### src/rtl/cnt_sched_pkg.sv
// Shared state encoding, digit width and terminal-count helper for the counter-chain scheduler.
// No logic; imported by cnt_nibble and cnt_chain_sched.
package cnt_sched_pkg;

   localparam int NIB_W = 4;

   typedef enum logic [1:0] {
      CS_IDLE = 2'd0,
      CS_LOAD = 2'd1,
      CS_RUN  = 2'd2,
      CS_DONE = 2'd3
   } cnt_state_t;

   // All-ones terminal value for a chain of width w (w <= 64).
   function automatic logic [63:0] term_count(input int w);
      logic [63:0] r;
      r = '0;
      for (int i = 0; i < 64; i++) begin
         if (i < w) r[i] = 1'b1;
      end
      return r;
   endfunction

endpackage

### src/rtl/cnt_nibble.sv
// One 4-bit loadable up-counter digit: LD has priority over CE, CO = &Q & CE.
// Latency: one CLK edge per load/increment; no backpressure, CO is combinational.
module cnt_nibble
   import cnt_sched_pkg::*;
(
   input  logic             CLK,
   input  logic             CLR,
   input  logic             LD,
   input  logic             CE,
   input  logic [NIB_W-1:0] D,
   output logic [NIB_W-1:0] Q,
   output logic             CO
);

   logic [NIB_W-1:0] q_q;
   logic [NIB_W-1:0] q_d;

   always_comb begin
      q_d = q_q;
      if (LD) begin
         q_d = D;
      end else if (CE) begin
         q_d = q_q + NIB_W'(1);
      end
   end

   always_ff @(posedge CLK or posedge CLR) begin
      if (CLR) begin
         q_q <= '0;
      end else begin
         q_q <= q_d;
      end
   end

   assign Q  = q_q;
   assign CO = (&q_q) & CE;

endmodule

### src/rtl/cnt_chain_sched.sv
// Sequencer for a cascade of 4-bit digits: latches a preset, loads, counts, detects all-ones and stops or reloads.
// Latency: LOAD is one cycle, TICK registered one cycle after the terminal edge; no backpressure. Optional HOLD via CNT_CHAIN_SCHED_HOLD_EN.
module cnt_chain_sched
   import cnt_sched_pkg::*;
#(
   parameter int DIGITS = 4
)(
   input  logic                      CLK,
   input  logic                      CLR,
   input  logic                      START,
   input  logic                      STOP,
   input  logic                      MODE,
   input  logic [NIB_W*DIGITS-1:0]   PRESET,
`ifdef CNT_CHAIN_SCHED_HOLD_EN
   input  logic                      HOLD,
`endif
   output logic [NIB_W*DIGITS-1:0]   Q,
   output logic                      CO,
   output logic                      TICK,
   output logic                      BUSY,
   output logic                      DONE
);

   localparam int W = NIB_W * DIGITS;

   cnt_state_t     state_q, state_d;
   logic [W-1:0]   preset_q, preset_d;
   logic           mode_q, mode_d;
   logic           tick_q, tick_d;

   logic           hold_w;
   logic           chain_en;
   logic           req_start;
   logic           quiet;
   logic           at_term;
   logic           term_evt;
   logic           count_ok;
   logic           load_preset;
   logic           freeze;
   logic           ld_w;
   logic [W-1:0]   q_w;
   logic [W-1:0]   d_w;
   logic [DIGITS-1:0] ce_w;
   logic [DIGITS-1:0] co_w;

`ifdef CNT_CHAIN_SCHED_HOLD_EN
   assign hold_w = HOLD;
`else
   assign hold_w = 1'b0;
`endif

   assign chain_en  = (state_q == CS_RUN) & ~hold_w;
   assign req_start = START & ~STOP;
   assign quiet     = ~START & ~STOP;
   assign at_term   = co_w[DIGITS-1];
   assign term_evt  = at_term & quiet;

   // A one-shot terminal or a pending STOP/START must not let the chain wrap.
   assign count_ok    = quiet & ~(at_term & ~mode_q);
   assign load_preset = quiet & ((state_q == CS_LOAD) | (term_evt & mode_q));
   assign freeze      = chain_en & ~count_ok;

   // Freezing reuses the digit load path with each digit's own value.
   assign ld_w = load_preset | freeze;
   assign d_w  = load_preset ? preset_q : q_w;

   for (genvar g = 0; g < DIGITS; g++) begin : g_dig
      if (g == 0) begin : g_first
         assign ce_w[g] = chain_en;
      end else begin : g_rest
         assign ce_w[g] = co_w[g-1];
      end

      cnt_nibble u_dig (
         .CLK (CLK),
         .CLR (CLR),
         .LD  (ld_w),
         .CE  (ce_w[g]),
         .D   (d_w[g*NIB_W +: NIB_W]),
         .Q   (q_w[g*NIB_W +: NIB_W]),
         .CO  (co_w[g])
      );
   end

   always_ff @(posedge CLK or posedge CLR) begin
      if (CLR) begin
         state_q  <= CS_IDLE;
         preset_q <= '0;
         mode_q   <= 1'b0;
         tick_q   <= 1'b0;
      end else begin
         state_q  <= state_d;
         preset_q <= preset_d;
         mode_q   <= mode_d;
         tick_q   <= tick_d;
      end
   end

   always_comb begin
      state_d  = state_q;
      preset_d = preset_q;
      mode_d   = mode_q;
      tick_d   = term_evt;
      if (req_start) begin
         preset_d = PRESET;
         mode_d   = MODE;
      end
      unique case (state_q)
         CS_IDLE: begin
            if (req_start) state_d = CS_LOAD;
         end
         CS_LOAD: begin
            if (STOP)       state_d = CS_IDLE;
            else if (START) state_d = CS_LOAD;
            else            state_d = CS_RUN;
         end
         CS_RUN: begin
            if (STOP)                      state_d = CS_IDLE;
            else if (START)                state_d = CS_LOAD;
            else if (term_evt && !mode_q)  state_d = CS_DONE;
         end
         CS_DONE: begin
            if (STOP)       state_d = CS_IDLE;
            else if (START) state_d = CS_LOAD;
         end
         default: state_d = CS_IDLE;
      endcase
   end

   always_comb begin
      BUSY = (state_q == CS_LOAD) || (state_q == CS_RUN);
      DONE = (state_q == CS_DONE);
      TICK = tick_q;
      Q    = q_w;
      CO   = at_term;
   end

endmodule

### config.mk
export PLATFORM = sky130hd
export DESIGN_NAME = cnt_chain_sched
export DESIGN_NICKNAME = d
export VERILOG_FILES = /design/src/rtl/cnt_sched_pkg.sv /design/src/rtl/cnt_nibble.sv /design/src/rtl/cnt_chain_sched.sv
export SDC_FILE = /design/constraint.sdc
export NUM_CORES = 1
export LEC_CHECK = 0
export BUFFER_PORTS_ARGS = -buffer_cell sky130_fd_sc_hd__buf_4
export CAP_MARGIN = 20
export CORE_AREA = 2 2 74 76
export DETAILED_ROUTE_END_ITERATION = 8
export DIE_AREA = 0 0 76 78
export PLACE_DENSITY_LB_ADDON = 0.2
export SLEW_MARGIN = 30
export SYNTH_ARGS = -nofsm -noshare
export SYNTH_HDL_FRONTEND = slang
export SYNTH_SLANG_ARGS = --single-unit
### constraint.sdc
create_clock -name CLK -period 2.8 [get_ports CLK]
set_input_delay 0.28 -clock CLK [delete_from_list [all_inputs] [get_ports CLK]]
set_output_delay 0.28 -clock CLK [all_outputs]
set_load 0.01 [all_outputs]
==> results.sh, run 1 <==
export IMPL_outcome="finished, final reports clean"
export IMPL_cts_setup_buffers=0
export IMPL_critPathKind="flop to flop"
export IMPL_dr_total_vias=1571
export IMPL_vdd_drop_max_mv=0.452
export IMPL_yosysSeqAreaShare_pct=44.9
export IMPL_clk_pin_slew_ns=0.07
export IMPL_drv_slew=0
export IMPL_htree_levels=2
export IMPL_dpl_cell_area_um2=2410
export IMPL_port_buffers=40
export IMPL_die_area_um2=5930
export IMPL_hp_class="input port to async pin"
export IMPL_tns_ns=0
export IMPL_grt_pass1_vias=1545
export IMPL_end_kind="flop"
export IMPL_cts_tree="yes"
export IMPL_grt_usage_pct=15.6
export IMPL_antenna_found_initial=0
export IMPL_fill_cells=493
export IMPL_syn_cell_area_um2=2010
export IMPL_fin_skew_ns=0.00738
export IMPL_crit_required_ns=2.97
export IMPL_crit_fanout=7
export IMPL_rsz0062_at_grt="false"
export IMPL_seq_power_share_pct=39.8
export IMPL_dp_cells=294
export IMPL_yosysTopAreaCell="dfrtp_1"
export IMPL_setup_violations=0
export IMPL_grt_pass1_wl_um=7430
export IMPL_p_switching_w=0.000818
export IMPL_rows=26
export IMPL_syn_nets=214
export IMPL_finalWorstSetupSlack_ns=0.432
export IMPL_holdBufCountCts=0
export IMPL_pwr_share_clk_pct=17.5
export IMPL_clock_sinks=36
export IMPL_final_hold_viol_count=0
export IMPL_final_area_um2=2500
export IMPL_final_cell_mix="buf_4 (45), dfrtp_1 (36), mux2_2 (19), inv_1 (12), nor2_1 (12)"
export IMPL_worst_setup_path_start_kind="flop"
export IMPL_min_period_ns=2.37
export IMPL_grt_max_degree=37
export IMPL_drive_gt1_share_pct=36.6
export IMPL_place_congestion=0.785
export IMPL_switching_share_pct=37.9
export IMPL_ys_ff_latch=36
export IMPL_die_height_um=78
export IMPL_final_common_cell="buf_4"
export IMPL_clock_latency_ns=0.28
export IMPL_synth_warnings=0
export IMPL_intPower_w=0.00134
export IMPL_area_growth_pct=24.6
export IMPL_fmax_mhz=422
export IMPL_crit_arrival_ns=2.54
export IMPL_dp_hpwl_um=3210
export IMPL_drc=0
export IMPL_antenna_cells=0
export IMPL_initial_core_util_pct=39.8
export IMPL_fp_coreArea_um2=5040
export IMPL_clockRootBuffer="clkbuf_8"
export IMPL_ios=41
export IMPL_total_power_w=0.00216
export IMPL_powerDensity_nw_per_um2=864
export IMPL_worst_slew_pin_slew_ns=0.660
export IMPL_syn_avg_cell_area_um2=10.9
export IMPL_p_comb_share_pct=42.7
export IMPL_wire_per_inst_um=14.3
export IMPL_relSlewSlack_pct=55.9
export IMPL_nNetsFinal=261
export IMPL_drt_total_wl_um=4310
export IMPL_cts_buffers=5
export IMPL_drt_vias_per_instance=5.20
export IMPL_clock_path_buffers=2
export IMPL_drtIter0Drc=108
export IMPL_synth_cell_type_count=45
export IMPL_async_flop_share_pct=100
export IMPL_synth_edf_count=0
export IMPL_fin_crit_sh_pct=84.6
export IMPL_leakage_nw=1.20
export IMPL_cts_resized=0
export IMPL_pre_cts_slack_ns=0.428
export IMPL_synth_top_area_share_pct=44.9
export IMPL_post_layout_nonfiller_instances=302
export IMPL_synth_flop_cell="dfrtp_1"
export IMPL_synth_area_top_cells="dfrtp_1 (45%), mux2_2 (11%), ha_1 (5.6%), mux2i_1 (4.5%), inv_1 (2.2%)"
export IMPL_grt_overflow=0
export IMPL_ant_nets=0
export IMPL_die_x_um=76
export IMPL_max_cap_violations=0
export IMPL_syn_instance_count=184
export IMPL_first_pass_iters=4
[cells in the mapped netlist (2+ instances only)]
master and instances:
nor2b_1 2, a21oi_1 5, and3_1 7, a211oi_1 2, a22oi_1 3, nor3_1 5
inv_1 12, mux2i_1 9, dfrtp_1 36, o211ai_1 2, nand2_1 8, o21ai_0 6
o22ai_1 6, ha_1 9, nand4_1 3, nor2_1 12, o21a_1 2, nand3_1 6
buf_2 2, o21ai_1 3, mux2_2 19, a211o_1 2
[final timing paths]
path	startpoint	slack, ns	endpoint	cells past startpoint
min in group CLK	PRESET[15]	0.22	preset_q[15]	2
max in group asynchronous	CLR	2.37	g_dig[1].u_dig.Q[1]	3
max reg2reg	state_q[0]	0.43	g_dig[3].u_dig.Q[0]	7
min reg2reg	preset_q[9]	0.49	g_dig[2].u_dig.Q[1]	2
min	CLR	0.1	g_dig[3].u_dig.Q[3]	3
max	state_q[0]	0.43	g_dig[3].u_dig.Q[0]	7
[worst max-delay path, stage by stage, from the launching register on]
cell     delay, ns
dfrtp_1       0.40
inv_1         0.12
ha_1          0.34
nand4_2       0.20
o41ai_4       0.43
nand2_1       0.24
nand2_1       0.19
mux2_2        0.35
[cell type report]
| class | instances | area, um2 | share of cell area, % |
|---|---|---|---|
| flip-flops and latches | 36 | 901 | 36.0 |
| clock inverters | 2 | 10.0 | 0.400 |
| multi-input cells | 130 | 1030 | 41.3 |
| well taps | 70 | 87.6 | 3.50 |
| repair buffers | 45 | 338 | 13.5 |
| inverters | 13 | 48.8 | 1.95 |
| clock buffers | 6 | 82.6 | 3.30 |
[registers in the layout (all words and copies together) (netlist names)]
signal and count:
g_dig.u_dig.Q 16, TICK 1, mode_q 1, state_q 2, preset_q 16
[per-layer routing]
metal / up-vias / GRT usage [%] / wire length, um
met1: 760 / 20.8 / 2020
met2: 31 / 25.7 / 2070
li1: 776 / - / -
met3: 4 / 3.49 / 167
met5: - / 0 / 0
met4: 0 / 4.36 / 53
[power groups by stage]
stage	logic, W	registers, W	clock network (W)
2_1_floorplan	0.000557	0.000877	0
3_3_place_gp	0.000922	0.000874	0
3_5_place_dp	0.000927	0.000870	0
4_1_cts	0.000934	0.000862	0.000389
5_1_grt	0.00103	0.000892	0.000416
6_report	0.000922	0.000859	0.000379
[stage by stage]
step	hold WS [ns]	utilization, %
5_1_grt	0.162	49.6
6_report	0.0975	49.6
3_5_place_dp	0.423	47.7
3_3_place_gp	0.421	47.7
2_1_floorplan	0.432	-
4_1_cts	0.113	49.6
[kinds of logic after synthesis]
logic type	share of synthesized area (%)
compound gates	15.6
xor+xnor	0.436
fa+ha+maj	5.61
buf+inv	4.05
flops	44.9
mux	15.2
simple gates	14.3
(Power assumes the default switching activity.)
==> inputs of run 2 (changes only) <==
Clock period 2.8 ns to 2.4 ns, I/O delays scaled along.
==> run 2 against run 1 <==
- critical path depth did not move
- first-iteration DRC count up 31%
- final cell count up 0.66%
- register-to-register slack worse by 0.25 ns
- via count rose by 3.1%
- clock power increased by 18%
- wire length rose by 3.5%
- power grew 18%
- count of clock-buffer cells in the layout unchanged
- global-route usage rose by 1.0 points
- clock skew fell by 0.0030 ns
==> results.sh, run 2 (synthesis results as in run 1) <==
export IMPL_ant_nets=0
export IMPL_fin_skew_ns=0.00436
export IMPL_crit_fanout=7
export IMPL_fin_crit_sh_pct=92.4
export IMPL_grt_pass1_wl_um=7870
export IMPL_setup_violations=0
export IMPL_drt_vias_per_instance=5.33
export IMPL_fmax_mhz=451
export IMPL_outcome="finished, final reports clean"
export IMPL_antenna_cells=0
export IMPL_grt_usage_pct=16.6
export IMPL_htree_levels=2
export IMPL_final_hold_viol_count=0
export IMPL_first_pass_iters=4
export IMPL_leakage_nw=1.21
export IMPL_rows=26
export IMPL_end_kind="flop"
export IMPL_drc=0
export IMPL_fp_coreArea_um2=5040
export IMPL_die_height_um=78
export IMPL_drive_gt1_share_pct=37.6
export IMPL_clock_latency_ns=0.29
export IMPL_final_common_cell="buf_4"
export IMPL_cts_resized=0
export IMPL_cts_buffers=5
export IMPL_grt_pass1_vias=1631
export IMPL_clockRootBuffer="clkbuf_8"
export IMPL_worst_slew_pin_slew_ns=0.457
export IMPL_clock_sinks=36
export IMPL_dr_total_vias=1619
export IMPL_clock_path_buffers=2
export IMPL_cts_tree="yes"
export IMPL_die_x_um=76
export IMPL_nNetsFinal=263
export IMPL_final_cell_mix="buf_4 (47), dfrtp_1 (36), mux2_2 (19), inv_1 (12), nor2_1 (12)"
export IMPL_grt_overflow=0
export IMPL_vdd_drop_max_mv=0.421
export IMPL_antenna_found_initial=0
export IMPL_finish_utilization_pct=49.9
export IMPL_hp_class="input port to async pin"
export IMPL_clk_pin_slew_ns=0.07
export IMPL_critPathKind="flop to flop"
export IMPL_initial_core_util_pct=39.8
export IMPL_fill_cells=483
export IMPL_grt_max_degree=37
export IMPL_crit_required_ns=2.58
export IMPL_dp_hpwl_um=3340
export IMPL_max_cap_violations=0
export IMPL_crit_arrival_ns=2.40
export IMPL_worst_hold_slack_ns=0.0481
export IMPL_ios=41
export IMPL_port_buffers=40
export IMPL_worst_setup_path_start_kind="flop"
export IMPL_tns_ns=0
export IMPL_holdBufCountCts=0
export IMPL_drv_slew=0
export IMPL_wire_per_inst_um=14.7
export IMPL_drtIter0Drc=141
export IMPL_min_period_ns=2.22
export IMPL_total_power_w=0.00255
export IMPL_powerDensity_nw_per_um2=1010
export IMPL_rsz0062_at_grt="false"
export IMPL_relSlewSlack_pct=69.5
export IMPL_cts_setup_buffers=0
export IMPL_drt_total_wl_um=4460
export IMPL_place_congestion=0.784
export IMPL_area_growth_pct=25.4
export IMPL_die_area_um2=5930
run 2: final timing paths:
check | from | endpoint | slack [ns] | depth (start not counted)
hold reg to reg | preset_q[8] | g_dig[2].u_dig.Q[0] | 0.51 | 2
hold / removal | CLR | preset_q[14] | 0.05 | 3
min in group CLK | PRESET[2] | preset_q[2] | 0.17 | 2
setup reg to reg | state_q[0] | g_dig[3].u_dig.Q[0] | 0.18 | 7
max in group asynchronous | CLR | g_dig[0].u_dig.Q[3] | 2.03 | 3
setup / recovery | state_q[0] | g_dig[3].u_dig.Q[0] | 0.18 | 7
run 2: per-layer routing:
layer | routed length (um) | vias to the layer above | global-route usage [%] | part of all wire, %
met4 | 82 | 0 | 7.09 | 1.8
met3 | 152 | 7 | 3.60 | 3.4
met1 | 2060 | 802 | 21.5 | 46
met5 | 0 | - | 0 | 0
li1 | - | 781 | - | -
met2 | 2160 | 29 | 27.1 | 48
run 2: where the power goes:
| part | internal [W] | switching (W) | leakage [nW] | total, W |
|---|---|---|---|---|
| combinational | 0.000556 | 0.000539 | 0.724 | 0.00110 |
| clock | 0.000229 | 0.000218 | 0.0510 | 0.000447 |
| sequential | 0.000792 | 0.000219 | 0.430 | 0.00101 |
| total | 0.00158 | 0.000976 | 1.21 | 0.00255 |
run 2: cell type report:
cell class / instances / area [um2] / share of cell area, %
inverter: 13 / 48.8 / 1.94
clock inverter: 2 / 10.0 / 0.398
tap: 70 / 87.6 / 3.48
timing repair buffer: 47 / 353 / 14.0
sequential: 36 / 901 / 35.8
clock buffer: 6 / 82.6 / 3.28
multi-input combinational: 130 / 1030 / 41.1
run 2: per-stage QoR:
stage,instance area [um2],worst slack [ns],instances
detailed placement,2420,0.109,296
CTS,2510,0.0886,304
finish,2520,0.183,304
global placement,2420,0.173,296
global route,2520,0.0456,304
floorplan,2010,0.319,184
run 2: worst max-delay path, cell delays in order (launching register included):
cell and delay (ns):
dfrtp_1 0.40, inv_1 0.13, ha_2 0.29, and4_4 0.29
nand3_1 0.13, or3_1 0.37, nand2_1 0.15, mux2_2 0.34
==> inputs of run 3 (changes only) <==
Settings changed: CORE_AREA 2 2 74 76 to 2 2 78 73, DIE_AREA 0 0 76 78 to 0 0 80 75, SLEW_MARGIN 30 to unset.
==> run 3 against run 2 <==
- highest routed layer unchanged
- count of clock-buffer cells in the layout down 1
- critical path depth unchanged
- clock power up 19%
- via count down 2.5%
- worst setup slack worse by 0.0044 ns
- sequential share of layout area down 0.28 points
- global-route usage down 0.19 points
- register-to-register slack about the same
- power up 2.9%
- largest power group unchanged
- critical endpoint is now g_dig[1].u_dig.Q[0]
==> results.sh, run 3 (synthesis results as in run 1) <==
export IMPL_crit_fanout=13
export IMPL_dp_hpwl_um=3240
export IMPL_antenna_found_initial=0
export IMPL_place_congestion=0.896
export IMPL_r2r_start="g_dig[0].u_dig.Q[0]"
export IMPL_grt_overflow=0
export IMPL_crit_required_ns=2.63
export IMPL_cts_buffers=5
export IMPL_initial_core_util_pct=39.1
export IMPL_outcome="finished, final reports clean"
export IMPL_r2r_end="g_dig[1].u_dig.Q[0]"
export IMPL_final_hold_viol_count=0
export IMPL_dr_total_vias=1578
export IMPL_die_x_um=80
export IMPL_fin_crit_sh_pct=92.6
export IMPL_area_growth_pct=26.4
export IMPL_path_cells="ha_1, and4_4, nand4_4, inv_2, o32a_2, or4_1, nand3_1"
export IMPL_die_area_um2=6000
export IMPL_critPathKind="flop to flop"
export IMPL_worst_hold_slack_ns=0.0444
export IMPL_vdd_drop_max_mv=0.437
export IMPL_powerDensity_nw_per_um2=1030
export IMPL_drc=0
export IMPL_finalWorstSetupSlack_ns=0.179
export IMPL_antenna_cells=0
export IMPL_clock_path_buffers=2
export IMPL_setup_violations=0
export IMPL_r2r_cells=7
export IMPL_worst_slew_pin_slew_ns=0.453
export IMPL_rows=25
export IMPL_post_layout_nonfiller_instances=302
export IMPL_leakage_nw=1.22
export IMPL_finish_utilization_pct=49.5
export IMPL_holdBufCountCts=0
export IMPL_fmax_mhz=450
export IMPL_cts_setup_buffers=0
export IMPL_fill_cells=493
export IMPL_cp_slowest_cell="o32a_2"
export IMPL_drt_total_wl_um=4320
export IMPL_fin_skew_ns=0.00860
export IMPL_pre_cts_slack_ns=0.226
export IMPL_worst_setup_path_start_kind="flop"
export IMPL_r2r_slack_ns=0.18
export IMPL_max_cap_violations=0
export IMPL_clockRootBuffer="clkbuf_8"
export IMPL_wire_per_inst_um=14.3
export IMPL_clock_sinks=36
export IMPL_crit_arrival_ns=2.45
export IMPL_cts_tree="yes"
export IMPL_relSlewSlack_pct=69.8
export IMPL_port_buffers=40
export IMPL_grt_max_degree=37
export IMPL_rsz0062_at_grt="false"
export IMPL_clock_latency_ns=0.29
export IMPL_drt_vias_per_instance=5.23
export IMPL_die_height_um=75
export IMPL_ant_nets=0
export IMPL_first_pass_iters=4
export IMPL_final_common_cell="buf_4"
export IMPL_final_cell_mix="buf_4 (48), dfrtp_1 (36), mux2_2 (19), inv_1 (12), nor2_1 (12)"
export IMPL_grt_pass1_wl_um=7560
export IMPL_hp_class="input port to async pin"
export IMPL_grt_pass1_vias=1571
export IMPL_htree_levels=2
export IMPL_dp_cells=294
export IMPL_cts_resized=0
export IMPL_end_kind="flop"
export IMPL_clk_pin_slew_ns=0.08
export IMPL_max_stage_delay_ns=0.48
export IMPL_ios=41
export IMPL_min_period_ns=2.22
export IMPL_tns_ns=0
export IMPL_drtIter0Drc=73
export IMPL_drv_slew=0
export IMPL_drive_gt1_share_pct=37.4
export IMPL_fp_coreArea_um2=5130
export IMPL_nNetsFinal=264
export IMPL_grt_usage_pct=16.4
==> run 3: changes by cell type in the layout (fill, tap and decap cells not counted), sizes merged <==
cell / previous run / this run
clkbuf: 6 / 5
buf: 47 / 48
bufinv: 0 / 1
clkinvlp: 0 / 1
clkinv: 2 / 1
==> run 3: worst max path at each step <==
stage	from	to	slack, ns	depth (start not counted)
after floorplan	state_q[0]	g_dig[3].u_dig.Q[0]	0.32	7
after global placement	g_dig[1].u_dig.Q[0]	g_dig[1].u_dig.Q[0]	0.27	7
after detailed placement	g_dig[0].u_dig.Q[0]	g_dig[1].u_dig.Q[0]	0.23	7
after CTS	g_dig[0].u_dig.Q[0]	g_dig[1].u_dig.Q[0]	0.19	7
after global routing	state_q[0]	g_dig[1].u_dig.Q[0]	0.05	8
final	g_dig[0].u_dig.Q[0]	g_dig[1].u_dig.Q[0]	0.18	7
==> run 3: metrics by stage <==
step	total power [W]	area, um2
finish	0.00263	2540
global route	0.00284	2540
floorplan	0.00167	2010
global placement	0.00211	2430
detailed placement	0.00211	2430
CTS	0.00265	2540
==> run 3: area by class of cell <==
| type | instances | area, um2 | share of cell area, % |
|---|---|---|---|
| clock buffer | 5 | 68.8 | 2.71 |
| tap | 67 | 83.8 | 3.30 |
| multi-input combinational | 130 | 1030 | 40.7 |
| timing repair buffer | 48 | 360 | 14.2 |
| sequential | 36 | 901 | 35.5 |
| inverter | 13 | 48.8 | 1.92 |
| clock inverter | 3 | 42.5 | 1.68 |
==> run 3: layer usage <==
| layer | wire length, um | global-route usage [%] |
|---|---|---|
| met2 | 1990 | 24.8 |
| met4 | 98 | 8.10 |
| met3 | 173 | 4.20 |
| met5 | 0 | 0 |
| met1 | 2060 | 22.2 |
==> run 3: worst max-delay path: cells and delay by family, from the launching register on <==
family / cells / cell delay [ns]
adder cells (fa/ha/maj): 1 / 0.28
buffers and inverters: 1 / 0.07
flip-flops: 1 / 0.43
AO/OA/AOI/OAI: 1 / 0.48
AND/OR/NAND/NOR: 4 / 0.89
==> run 3: report_power, final <==
group / leakage [nW] / internal, W / switching [W]
clock: 0.0541 / 0.000307 / 0.000226
sequential: 0.430 / 0.000792 / 0.000210
combinational: 0.732 / 0.000554 / 0.000537
